--- src/rtl/ir_pkg.sv ---
// Shared definitions for the NEC key-event path: frame field positions,
// the queued event record and the key-hold FSM states.
package ir_pkg;

    localparam int INV_HI  = 31;
    localparam int INV_LO  = 24;
    localparam int KEY_HI  = 23;
    localparam int KEY_LO  = 16;
    localparam int CUST_HI = 15;
    localparam int CUST_LO = 0;

    localparam logic [15:0] DEF_CUSTOM_CODE = 16'h6B86;

    typedef struct packed {
        logic       press;
        logic [7:0] code;
    } key_evt_t;

    localparam int EVT_W = $bits(key_evt_t);

    typedef enum logic [1:0] {
        ST_IDLE = 2'd0,
        ST_HELD = 2'd1,
        ST_SWAP = 2'd2
    } key_state_t;

endpackage

--- src/rtl/ir_evt_fifo.sv ---
// First-word-fall-through event queue. A push into a full queue only lands
// when a pop frees the head slot in the same cycle.
module ir_evt_fifo
    import ir_pkg::*;
#(
    parameter int DEPTH = 4
)(
    input  logic             iCLK,
    input  logic             iRST_n,
    input  logic             i_push,
    input  logic [EVT_W-1:0] i_data,
    input  logic             i_pop,
    output logic [EVT_W-1:0] o_data,
    output logic             o_empty,
    output logic             o_full
);

    localparam int AW = $clog2(DEPTH);

    logic [EVT_W-1:0] r_mem [DEPTH];
    logic [AW:0]      r_wptr;
    logic [AW:0]      r_rptr;
    logic             w_wr;
    logic             w_rd;

    // Pointers carry one extra wrap bit to tell full from empty.
    assign o_empty = (r_wptr == r_rptr);
    assign o_full  = (r_wptr[AW] != r_rptr[AW]) && (r_wptr[AW-1:0] == r_rptr[AW-1:0]);
    assign w_rd    = i_pop & ~o_empty;
    assign w_wr    = i_push & (~o_full | w_rd);
    assign o_data  = r_mem[r_rptr[AW-1:0]];

    always_ff @(posedge iCLK or negedge iRST_n) begin
        if (!iRST_n) begin
            r_wptr <= '0;
            r_rptr <= '0;
        end else begin
            if (w_wr) r_wptr <= r_wptr + (AW+1)'(1);
            if (w_rd) r_rptr <= r_rptr + (AW+1)'(1);
        end
    end

    always_ff @(posedge iCLK) begin
        if (w_wr) r_mem[r_wptr[AW-1:0]] <= i_data;
    end

endmodule

--- src/rtl/ir_key_event.sv ---
// Turns validated NEC frames into press/release events with a hold timeout,
// queued for the game logic behind a valid/ack handshake.
module ir_key_event
    import ir_pkg::*;
#(
    parameter logic [15:0] CUSTOM_CODE   = DEF_CUSTOM_CODE,
    parameter bit          CHECK_CUSTOM  = 1'b1,
    parameter int          RELEASE_TICKS = 7_500_000,
    parameter int          FIFO_DEPTH    = 4
)(
    input  logic        iCLK,
    input  logic        iRST_n,
    input  logic        iDATA_READY,
    input  logic [31:0] iDATA,
    input  logic        iKEY_ACK,
    output logic        oKEY_VALID,
    output logic        oKEY_PRESS,
    output logic [7:0]  oKEY_CODE,
    output logic        oKEY_HELD,
    output logic [7:0]  oHELD_CODE,
    output logic        oREJECT,
    output logic        oOVERFLOW
);

    localparam int            TW    = $clog2(RELEASE_TICKS + 1);
    localparam logic [TW-1:0] TICKS = TW'(RELEASE_TICKS);

    logic          r_rdy_d;
    logic          r_cap_go;
    logic          r_frm_vld;
    logic [31:0]   r_frame;
    key_state_t    r_state;
    logic [7:0]    r_held_code;
    logic [7:0]    r_pend_code;
    logic [TW-1:0] r_timer;
    logic          r_ovf;

    logic          w_edge;
    logic          w_take;
    logic          w_frm_ok;
    logic          w_hit;
    logic [7:0]    w_key;
    key_state_t    w_state_nx;
    logic [7:0]    w_held_nx;
    logic [7:0]    w_pend_nx;
    logic [TW-1:0] w_timer_nx;
    logic          w_push;
    key_evt_t      w_evt;
    logic          w_pop;
    logic          w_empty;
    logic          w_full;
    logic [EVT_W-1:0] w_fifo_q;
    key_evt_t      w_head;

    assign w_edge = iDATA_READY & ~r_rdy_d;

    // The receiver's data register lags its ready flag, so sample iDATA one
    // cycle after the rising edge.
    always_ff @(posedge iCLK or negedge iRST_n) begin
        if (!iRST_n) begin
            r_rdy_d   <= 1'b0;
            r_cap_go  <= 1'b0;
            r_frm_vld <= 1'b0;
            r_frame   <= '0;
        end else begin
            r_rdy_d  <= iDATA_READY;
            r_cap_go <= w_edge;
            if (r_cap_go) begin
                r_frame   <= iDATA;
                r_frm_vld <= 1'b1;
            end else if (w_take) begin
                r_frm_vld <= 1'b0;
            end
        end
    end

    // A frame landing during SWAP waits in r_frame for the following cycle.
    assign w_take   = r_frm_vld & (r_state != ST_SWAP);
    assign w_key    = r_frame[KEY_HI:KEY_LO];
    assign w_frm_ok = (r_frame[INV_HI:INV_LO] == ~w_key) &&
                      (!CHECK_CUSTOM || (r_frame[CUST_HI:CUST_LO] == CUSTOM_CODE));
    assign w_hit    = w_take & w_frm_ok;
    assign oREJECT  = w_take & ~w_frm_ok;

    always_ff @(posedge iCLK or negedge iRST_n) begin
        if (!iRST_n) begin
            r_state     <= ST_IDLE;
            r_held_code <= '0;
            r_pend_code <= '0;
            r_timer     <= '0;
        end else begin
            r_state     <= w_state_nx;
            r_held_code <= w_held_nx;
            r_pend_code <= w_pend_nx;
            r_timer     <= w_timer_nx;
        end
    end

    always_comb begin
        w_state_nx = r_state;
        w_held_nx  = r_held_code;
        w_pend_nx  = r_pend_code;
        w_timer_nx = r_timer;
        w_push     = 1'b0;
        w_evt      = '0;
        case (r_state)
            ST_IDLE: begin
                if (w_hit) begin
                    w_push     = 1'b1;
                    w_evt      = '{press: 1'b1, code: w_key};
                    w_held_nx  = w_key;
                    w_timer_nx = TICKS;
                    w_state_nx = ST_HELD;
                end
            end
            ST_HELD: begin
                // An arriving frame takes priority over a same-cycle expiry.
                if (w_hit) begin
                    if (w_key == r_held_code) begin
                        w_timer_nx = TICKS;
                    end else begin
                        w_push     = 1'b1;
                        w_evt      = '{press: 1'b0, code: r_held_code};
                        w_pend_nx  = w_key;
                        w_state_nx = ST_SWAP;
                    end
                end else if (r_timer <= TW'(1)) begin
                    w_push     = 1'b1;
                    w_evt      = '{press: 1'b0, code: r_held_code};
                    w_held_nx  = '0;
                    w_timer_nx = '0;
                    w_state_nx = ST_IDLE;
                end else begin
                    w_timer_nx = r_timer - TW'(1);
                end
            end
            ST_SWAP: begin
                w_push     = 1'b1;
                w_evt      = '{press: 1'b1, code: r_pend_code};
                w_held_nx  = r_pend_code;
                w_timer_nx = TICKS;
                w_state_nx = ST_HELD;
            end
            default: w_state_nx = ST_IDLE;
        endcase
    end

    assign w_pop = iKEY_ACK & ~w_empty;

    ir_evt_fifo #(.DEPTH(FIFO_DEPTH)) u_fifo (
        .iCLK    (iCLK),
        .iRST_n  (iRST_n),
        .i_push  (w_push),
        .i_data  (w_evt),
        .i_pop   (w_pop),
        .o_data  (w_fifo_q),
        .o_empty (w_empty),
        .o_full  (w_full)
    );

    always_ff @(posedge iCLK or negedge iRST_n) begin
        if (!iRST_n) r_ovf <= 1'b0;
        else if (w_push & w_full & ~w_pop) r_ovf <= 1'b1;
    end

    // Head fields are forced to zero while empty so idle outputs stay clean.
    assign w_head     = w_fifo_q;
    assign oKEY_VALID = ~w_empty;
    assign oKEY_PRESS = ~w_empty & w_head.press;
    assign oKEY_CODE  = w_empty ? 8'h00 : w_head.code;
    assign oKEY_HELD  = (r_state != ST_IDLE);
    assign oHELD_CODE = r_held_code;
    assign oOVERFLOW  = r_ovf;

endmodule

--- config.mk ---
export PLATFORM = sky130hd
export DESIGN_NAME = ir_key_event
export DESIGN_NICKNAME = d
export VERILOG_FILES = /design/src/rtl/ir_pkg.sv /design/src/rtl/ir_evt_fifo.sv /design/src/rtl/ir_key_event.sv
export SDC_FILE = /design/constraint.sdc
export NUM_CORES = 1
export LEC_CHECK = 0
export ABC_AREA = 1
export CORE_MARGIN = 2
export CORE_UTILIZATION = 40
export DETAILED_ROUTE_END_ITERATION = 8
export PLACE_DENSITY = 0.67
export SYNTH_ARGS = -nofsm -noshare
export SYNTH_HDL_FRONTEND = slang
export SYNTH_SLANG_ARGS = --single-unit
--- constraint.sdc ---
create_clock -name iCLK -period 5.3 [get_ports iCLK]
set_input_delay 1.06 -clock iCLK [delete_from_list [all_inputs] [get_ports iCLK]]
set_output_delay 1.06 -clock iCLK [all_outputs]
set_load 0.01 [all_outputs]
Word-level counts from Yosys, hierarchy flattened
Memory sizes are Yosys's and may differ from the RTL's. Index checks and enable logic that the tools add are counted.

Output and inout port bits: 21. Memory bits (writable): 36. Memories kept: 1. Word-level logic and storage cells: 88. Input port bits: 36. Register bits after elaboration: 83.

Bitwise logic cells: 18. Eq/ne operators: 15. Magnitude comparators: 1. Add/subtract/negate cells: 3. Mux-type cells: 29. Reduce and logical (&&, ||, !) cells: 10.

Memory list: u_fifo.r_mem (words 4, bits a word 9, rd ports 1, clocked after memory_dff 0, wr ports 1, RTL line ir_evt_fifo.sv:20) `logic [EVT_W-1:0] r_mem [DEPTH];`.

Operator list (count): 23-bit two-way mux (4); 23-bit one-hot mux with 3 select lines (1); 8-bit two-way mux (6); 9-bit one-hot mux with 3 select lines (1); 8-bit one-hot mux with 3 select lines (1); 23-bit by 1-bit less-or-equal comparator with 1-bit output, second input constant (1); 23-bit by 1-bit subtractor with 23-bit output, second input constant (1); 9-bit two-way mux (2); 16-bit by 15-bit == test with 1-bit output, second input constant (1); 8-bit == test (2); 1-bit AND (10); 3-bit != test, second input constant (3); 3-bit AND reduction (3); 1-bit two-way mux (8); 2-bit two-way mux (4); 2-bit != test, second input constant (4); 8-bit inverter (1); 3-bit by 1-bit adder with 3-bit output, second input constant (2); 1-bit inverter (6); 2-bit one-hot mux with 3 select lines (1); 4-bit AND reduction (1); 2-bit nonzero test (2); 3-bit == test (1); 1-bit one-hot mux with 3 select lines (1); other kinds (8) (9).

Longest topological paths before layout
Word-level depth: 9. Mapped depth: 14. Mapped depth without buffers: 14.

Cells and area by module
Synthesis repeated with hierarchy kept, for this count alone.

Cell total of the unflattened synthesis: 819. Area total of the unflattened synthesis: 6543.8 µm².

Modules (own cells, without submodules): ir_key_event (cells an instance 673, area an instance 4758.3 µm², times used 1, sequential area each 1926.8 µm²); ir_evt_fifo (cells an instance 146, area an instance 1785.5 µm², times used 1, sequential area each 1231.2 µm²).

Worst setup path after synthesis
OpenSTA, ideal clock, no wires.

Kind: register to register. Start: register r_state[0]. End: memory u_fifo.r_mem[0][0] in the netlist's numbering (enable). Cell stages (with the launch flop): 10. Path buffers: 0. Clock period less this slack: 2.462 ns. Setup time: 0.374 ns. Data required time: 4.926 ns. Arrival: 2.088 ns. Path slack: 2.838 ns. Cell sequence: dfrtp_1 inv_1 ha_1 nor2_1 nand3_4 nand2_1 nand3_2 nand2_2 nand3_2 nor2_1.

Cells in the longest elaborated chain, start to end: 8. Elaborated cells between the ends (all ways): 12. Classes of those cells: 3 x eq/ne; 5 x mux; 3 x bitwise; 1 x reduce/logical.

Ends and longest elaborated chain: start: declaration (RTL line ir_key_event.sv:32) `key_state_t r_state;`; start signal: assignment (RTL line ir_key_event.sv:92) `r_state <= w_state_nx;`; 2-bit != test (RTL line ir_key_event.sv:78) `assign w_take = r_frm_vld & (r_state != ST_SWAP);`; 1-bit AND (RTL line ir_key_event.sv:78); 1-bit AND (RTL line ir_key_event.sv:82) `assign w_hit = w_take & w_frm_ok;`; 1-bit two-way mux (on tied branches) (RTL line ir_key_event.sv:118, ir_key_event.sv:108); 1-bit one-hot mux with 3 select lines * (RTL line ir_key_event.sv:106) `case (r_state)`; 1-bit AND * (RTL line ir_evt_fifo.sv:30) `assign w_wr = i_push & (~o_full | w_rd);`; 1-bit two-way mux * (RTL line ir_evt_fifo.sv:44) `if (w_wr) r_mem[r_wptr[AW-1:0]] <= i_data;`; 1-bit two-way mux (implied by the code) * (RTL line ir_evt_fifo.sv:44); end: declaration (RTL line ir_evt_fifo.sv:20).

Every way passes the cells marked *; elsewhere a longest branch is shown, timed or not.

Worst setup path after layout
Start: register u_fifo.r_rptr[0]. End: output port oKEY_CODE[6].

Cells in the longest elaborated chain, start to end: 2. Elaborated cells between the ends (all ways): 3. Classes of those cells: 1 x eq/ne; 1 x mux; 1 x memory.

Ends and longest elaborated chain: start: declaration (RTL line ir_evt_fifo.sv:22) `logic [AW:0] r_rptr;`; start signal: assignment (RTL line ir_evt_fifo.sv:39) `if (w_rd) r_rptr <= r_rptr + (AW+1)'(1);`; memory read 4 x 9 bit / 3-bit == test (equally long branches); 8-bit two-way mux * (RTL line ir_key_event.sv:170) `assign oKEY_CODE = w_empty ? 8'h00 : w_head.code;`; end: declaration (RTL line ir_key_event.sv:18) `output logic [7:0] oKEY_CODE,`.

Marks and branches as above.

==> results.cfg <==
[setup_path]
crit_path_top_delay_cell = dfrtp_1
path_max_fanout = 21
cp_top_family = buffers and inverters
path_class = flip-flop to output pin
cp_data_arrival_time_ns = 2.87
required_ns = 4.24
startpoint_type = flip-flop
crit_top_cell = nand2_1
worst_setup_path_end_kind = output pin
path_buf_inv = 3
critPathMaxStageDelay_ns = 0.71
crit_path_cell_trace = inv_1 > nand2_1 > a21oi_1 > nand2_1 > nand2_1 > inv_1 > clkdlybuf4s50_1

[clocking]
clk_latency_ns = 0.42
cts.clk_slew.worst_paths_ns = 0.06
cts_resized = 0
numCtsBuffers = 17
cts_htree_levels = 4
clock_sinks = 119
cts_root_buffer = clkbuf_16
cts_tree = built
postCtsSetupRepairBufs = 0
holdBufCountCts = 0
clockBufferDepth = 2

[global_route]
overflow = 0
antenna_found_initial = 0
busiest_layer = met2
grt_pass1_wl_um = 23600
use_met3 = 0.0363
grt_max_degree = 48
grt_usage = 0.169
grt_pass1_vias = 4915
grt_use_met2 = 0.264
grt_use_met1 = 0.235

[sta]
max_slew_margin = 0.399
drv_slew = 0
fin_skew_ns = 0.00593
finalSetupViolations = 0
period_share = 0.741
worst_pin_slew_ns = 0.898
timing.hold.ws_ns = 0.396
period_minus_slack_ns = 3.93
rsz0062_at_grt = false
setup_tns_ns = 0
finalHoldViolCount = 0
timing.fmax_mhz = 255

[synthesis]
yosysMostFrequentCell = nand2_1
synth_cell_types = 34
ys_seq_area_frac = 0.489
synthArstFlopShare = 0.697
synth_top_cells_by_area = dfrtp_1, edfxtp_1, nand2_1
synthTopCellsByCount = nand2_1, nor2_1, inv_1
synth_cells = 812
yosysTopAreaCellShare = 0.321
synthesis.area_um2 = 6460
synth_edf_count = 36
yosys_most_used_dff = dfrtp_1
ys_ff_latch = 119
syn_nets = 859
syn-mean-instance-area_um2 = 7.96
yosys.area.top_type = dfrtp_1
synth_warnings = 0

[final_layout]
final_nets = 912
n_antenna_cell = 0
fillers = 1511
drive_above_1_share = 0.0979
area_growth_pct = 20.2
finish.instance_area_um2 = 7770
postLayoutCoreUtil = 0.491
multiInputGateArea_um2 = 2820
register_area_um2 = 3160

[route]
drt_pre_antenna_iters = 5
wl_per_cell_um = 12.6
vias = 5202
antenna_left = 0
drcViolationCount = 0
wirelength_um = 13800
first_iter_violations = 357
via_per_inst = 4.76

[place]
place_area_um2 = 7190
dpl.hpwl_um = 9750
gp_congestion = 0.834
port_buffers = 56

[flow_run]
maxCapViolations = 0

[status]
status = complete, no violations

[floorplan]
rows = 46
core_um2 = 15800
dieArea_um2 = 17200
initial_utilization = 0.408
die_w_um = 131
die_h_um = 131
ios = 57

[hold_path]
hold_path_class = flip-flop to flip-flop

[pwr]
p_per_area_nw_per_um2 = 487
ir_drop_uv = 260
p_leak_uw = 0.00356
[report_power, final]
group          total [uW]  internal (uW)  switching (uW)
registers            1270           1090             177
logic                1390            556             834
clock network        1120            691             432
[layout by cell type, fill, tap and decap left out, types with 18 or more instances in the layout]
cell and count:
clkdlybuf4s50_1 55, nor2_1 123, xor2_1 20, nand3_1 25
edfxtp_1 36, o21ai_2 18, inv_1 85, dfrtp_1 83
nand2_1 227, o21ai_0 80
[final cells by class]
cell class / count / share of cell area
Clock buffer: 17 / 0.0548
Tap cell: 216 / 0.0348
Timing Repair Buffer: 58 / 0.0738
Clock inverter: 15 / 0.0198
Multi-Input combinational cell: 573 / 0.363
Sequential cell: 119 / 0.407
Inverter: 96 / 0.0474
[routing by layer]
metal,vias up,part of all wire
met5,-,0
met4,0,0.011
met3,14,0.040
met2,111,0.46
met1,2369,0.49
li1,2708,-
[stage by stage]
step	instances	setup slack (ns)	total power (uW)
floorplan	812	2.84	2270
global placement	1062	1.84	2660
detailed placement	1062	1.79	2680
CTS	1094	1.33	3820
global route	1094	1.05	4070
finish	1094	1.37	3780
[worst paths after layout]
| path | startpoint | end | depth (start not counted) | slack [ns] |
|---|---|---|---|---|
| worst min register to register | r_rdy_d$_DFF_PN0_ | r_cap_go$_DFF_PN0_ | 1 | 0.40 |
| worst max-delay path | u_fifo.r_rptr[0]$_DFFE_PN0P_ | oKEY_CODE[6] | 7 | 1.37 |
| worst min-delay path | r_rdy_d$_DFF_PN0_ | r_cap_go$_DFF_PN0_ | 1 | 0.40 |
| max in group asynchronous | iRST_n | r_timer[19]$_DFFE_PN0P_ | 2 | 3.68 |
| min in group asynchronous | iRST_n | r_timer[22]$_DFFE_PN0P_ | 1 | 0.62 |
| worst max register to register | r_timer[2]$_DFFE_PN0P_ | u_fifo.r_mem[0][4]$_DFFE_PP_ | 13 | 1.74 |
[sequential cells by signal (all words and copies together), names as in the netlist]
name and count:
r_frame 32, r_pend_code 8, u_fifo.r_rptr 3, r_state 2
oOVERFLOW 1, r_cap_go 1, r_frm_vld 1, u_fifo.r_wptr 3
oHELD_CODE 8, u_fifo.r_mem 36, r_timer 23, r_rdy_d 1
[kinds of logic after synthesis]
family                     share of synthesized area
DFF                                            0.489
AOI/OAI and AO/OA                              0.107
and+or+nand+nor                                0.275
adders and majority gates                     0.0213
buffers and inverters                         0.0753
muxes                                        0.00174
xor gates and xnor gates                      0.0312
No activity file was read; power rests on OpenSTA's default activity.
==> edit, RTL diff (same flow settings) <==
Change the parameter `CHECK_CUSTOM` from 1'b1 to 1'b0.
--- a/src/rtl/ir_key_event.sv
+++ b/src/rtl/ir_key_event.sv
@@ -4,7 +4,7 @@
     import ir_pkg::*;
 #(
     parameter logic [15:0] CUSTOM_CODE   = DEF_CUSTOM_CODE,
-    parameter bit          CHECK_CUSTOM  = 1'b1,
+    parameter bit          CHECK_CUSTOM  = 1'b0,
     parameter int          RELEASE_TICKS = 7_500_000,
     parameter int          FIFO_DEPTH    = 4
 )(
Function: changed (Yosys sat finds a counterexample within 4 cycles, from zero or initial values and one cycle with iRST_n low).
==> edit against the original RTL <==
- final area shrank 17%
- sequential share of layout area grew 2.3 points
- register-to-register slack gained 0.06 ns
- synthesized area is 13% lower
- critical path type unchanged
- via count shrank 13%
- total power fell by 23%
- setup slack got worse by 0.040 ns
- sequential cell count decreased by 16
- clock skew increased by 0.0029 ns
- critical endpoint is now oKEY_CODE[0]
- routed wire length shrank 11%
- worst hold slack improved by 0.00094 ns
- synthesized cell count down 15%
- core utilization down 2.7 points
==> edit: results (changes against the original RTL) <==
Clocking:
- The clock latency reported for the late side of the worst-skew pair is 0.35 ns (-0.07 ns).
- The number of buffers added by the clock tree synthesis step is 9 (-8).
- The sink count of the clock tree is 103 (-13%).
- The H-tree depth came to 3 (-1).

Final layout:
- The fraction of area in multi-input gates is 38.7% (+2.4 points).
- The count of inverters other than clock inverters in the layout is 70 (-27%).

Global route:
- The pin count of the biggest net entering global routing is 68 (+42%).
- The met2 global-route usage is 28.0% (+1.6 points).
- The number of global-route vias before repair came to 4353 (-11%).
- The overall track demand over capacity in global routing is 17.7% (+0.81 points).
- The first-pass GRT wire length came to 21000 um (-11%).

Place:
- The setup slack after placement is 1.70 ns (-0.0930 ns).
- The number of I/O port buffers is 40 (-29%).
- The total placed instance area is 6130 um^2 (-15%).

Die:
- The overall die area was 15100 um^2 (-12%).

Logic synthesis:
- The instance count of the mapped netlist came to 690 (-15%).
- The sequential area share after synthesis is 48.8% (-0.085 points).
- Ranked by instance count, the synthesized netlist is headed by sky130_fd_sc_hd__nand2_1, sky130_fd_sc_hd__nor2_1, sky130_fd_sc_hd__dfrtp_1, sky130_fd_sc_hd__inv_1, sky130_fd_sc_hd__o21ai_0.
- The fraction of registers with async set or reset after synthesis is 65.0% (-4.7 points).

Worst setup path:
- The delay of the slowest cell on the worst path is 0.76 ns (+0.05 ns).
- The data arrival time of the worst path came to 2.91 ns (+0.04 ns).
- The startpoint identified for the worst register-to-register timing path is r_state[0]$_DFFE_PN0P_.

Power and ir drop:
- The fraction of power consumed by sequential logic is 38.0% (+4.4 points).

STA:
- The setup clock skew after layout is 0.00881 ns (+0.00288 ns).
- The post-route fraction of the period consumed by the critical path came to 74.8% (+0.76 points).

Detailed routing:
- The detailed-routing wirelength on met1 was 5720 um (-16%).

Run status:
- The run finished with clean final reports.
==> edit: changes by cell type in the layout (fill, tap and decap cells not counted), sizes merged, moves of 10 or more <==
cell / delta
nor2: -10
inv: -20
o21ai: -38
nand2: -63
clkdlybuf4s50: -16
a21oi: +21
dfrtp: -16
==> edit: path summary, 6_finish.rpt <==
| path | end | cells after the start |
|---|---|---|
| worst min-delay path | r_cap_go$_DFF_PN0_ | 1 |
| worst min register to register | r_cap_go$_DFF_PN0_ | 1 |
| worst max register to register | u_fifo.r_mem[2][7]$_DFFE_PP_ | 9 |
| min in group asynchronous | r_timer[2]$_DFFE_PN0P_ | 2 |
| max in group asynchronous | oOVERFLOW$_DFFE_PN0P_ | 2 |
| worst max-delay path | oKEY_CODE[0] | 7 |
==> edit: kinds of logic after synthesis <==
family | count (synthesis) | synth area share (%)
simple gates | 352 | 26.5
compound gates | 109 | 11.8
flops | 103 | 48.8
buf+inv | 95 | 7.33
xor+xnor | 19 | 2.94
fa+ha+maj | 11 | 2.43
mux | 1 | 0.199
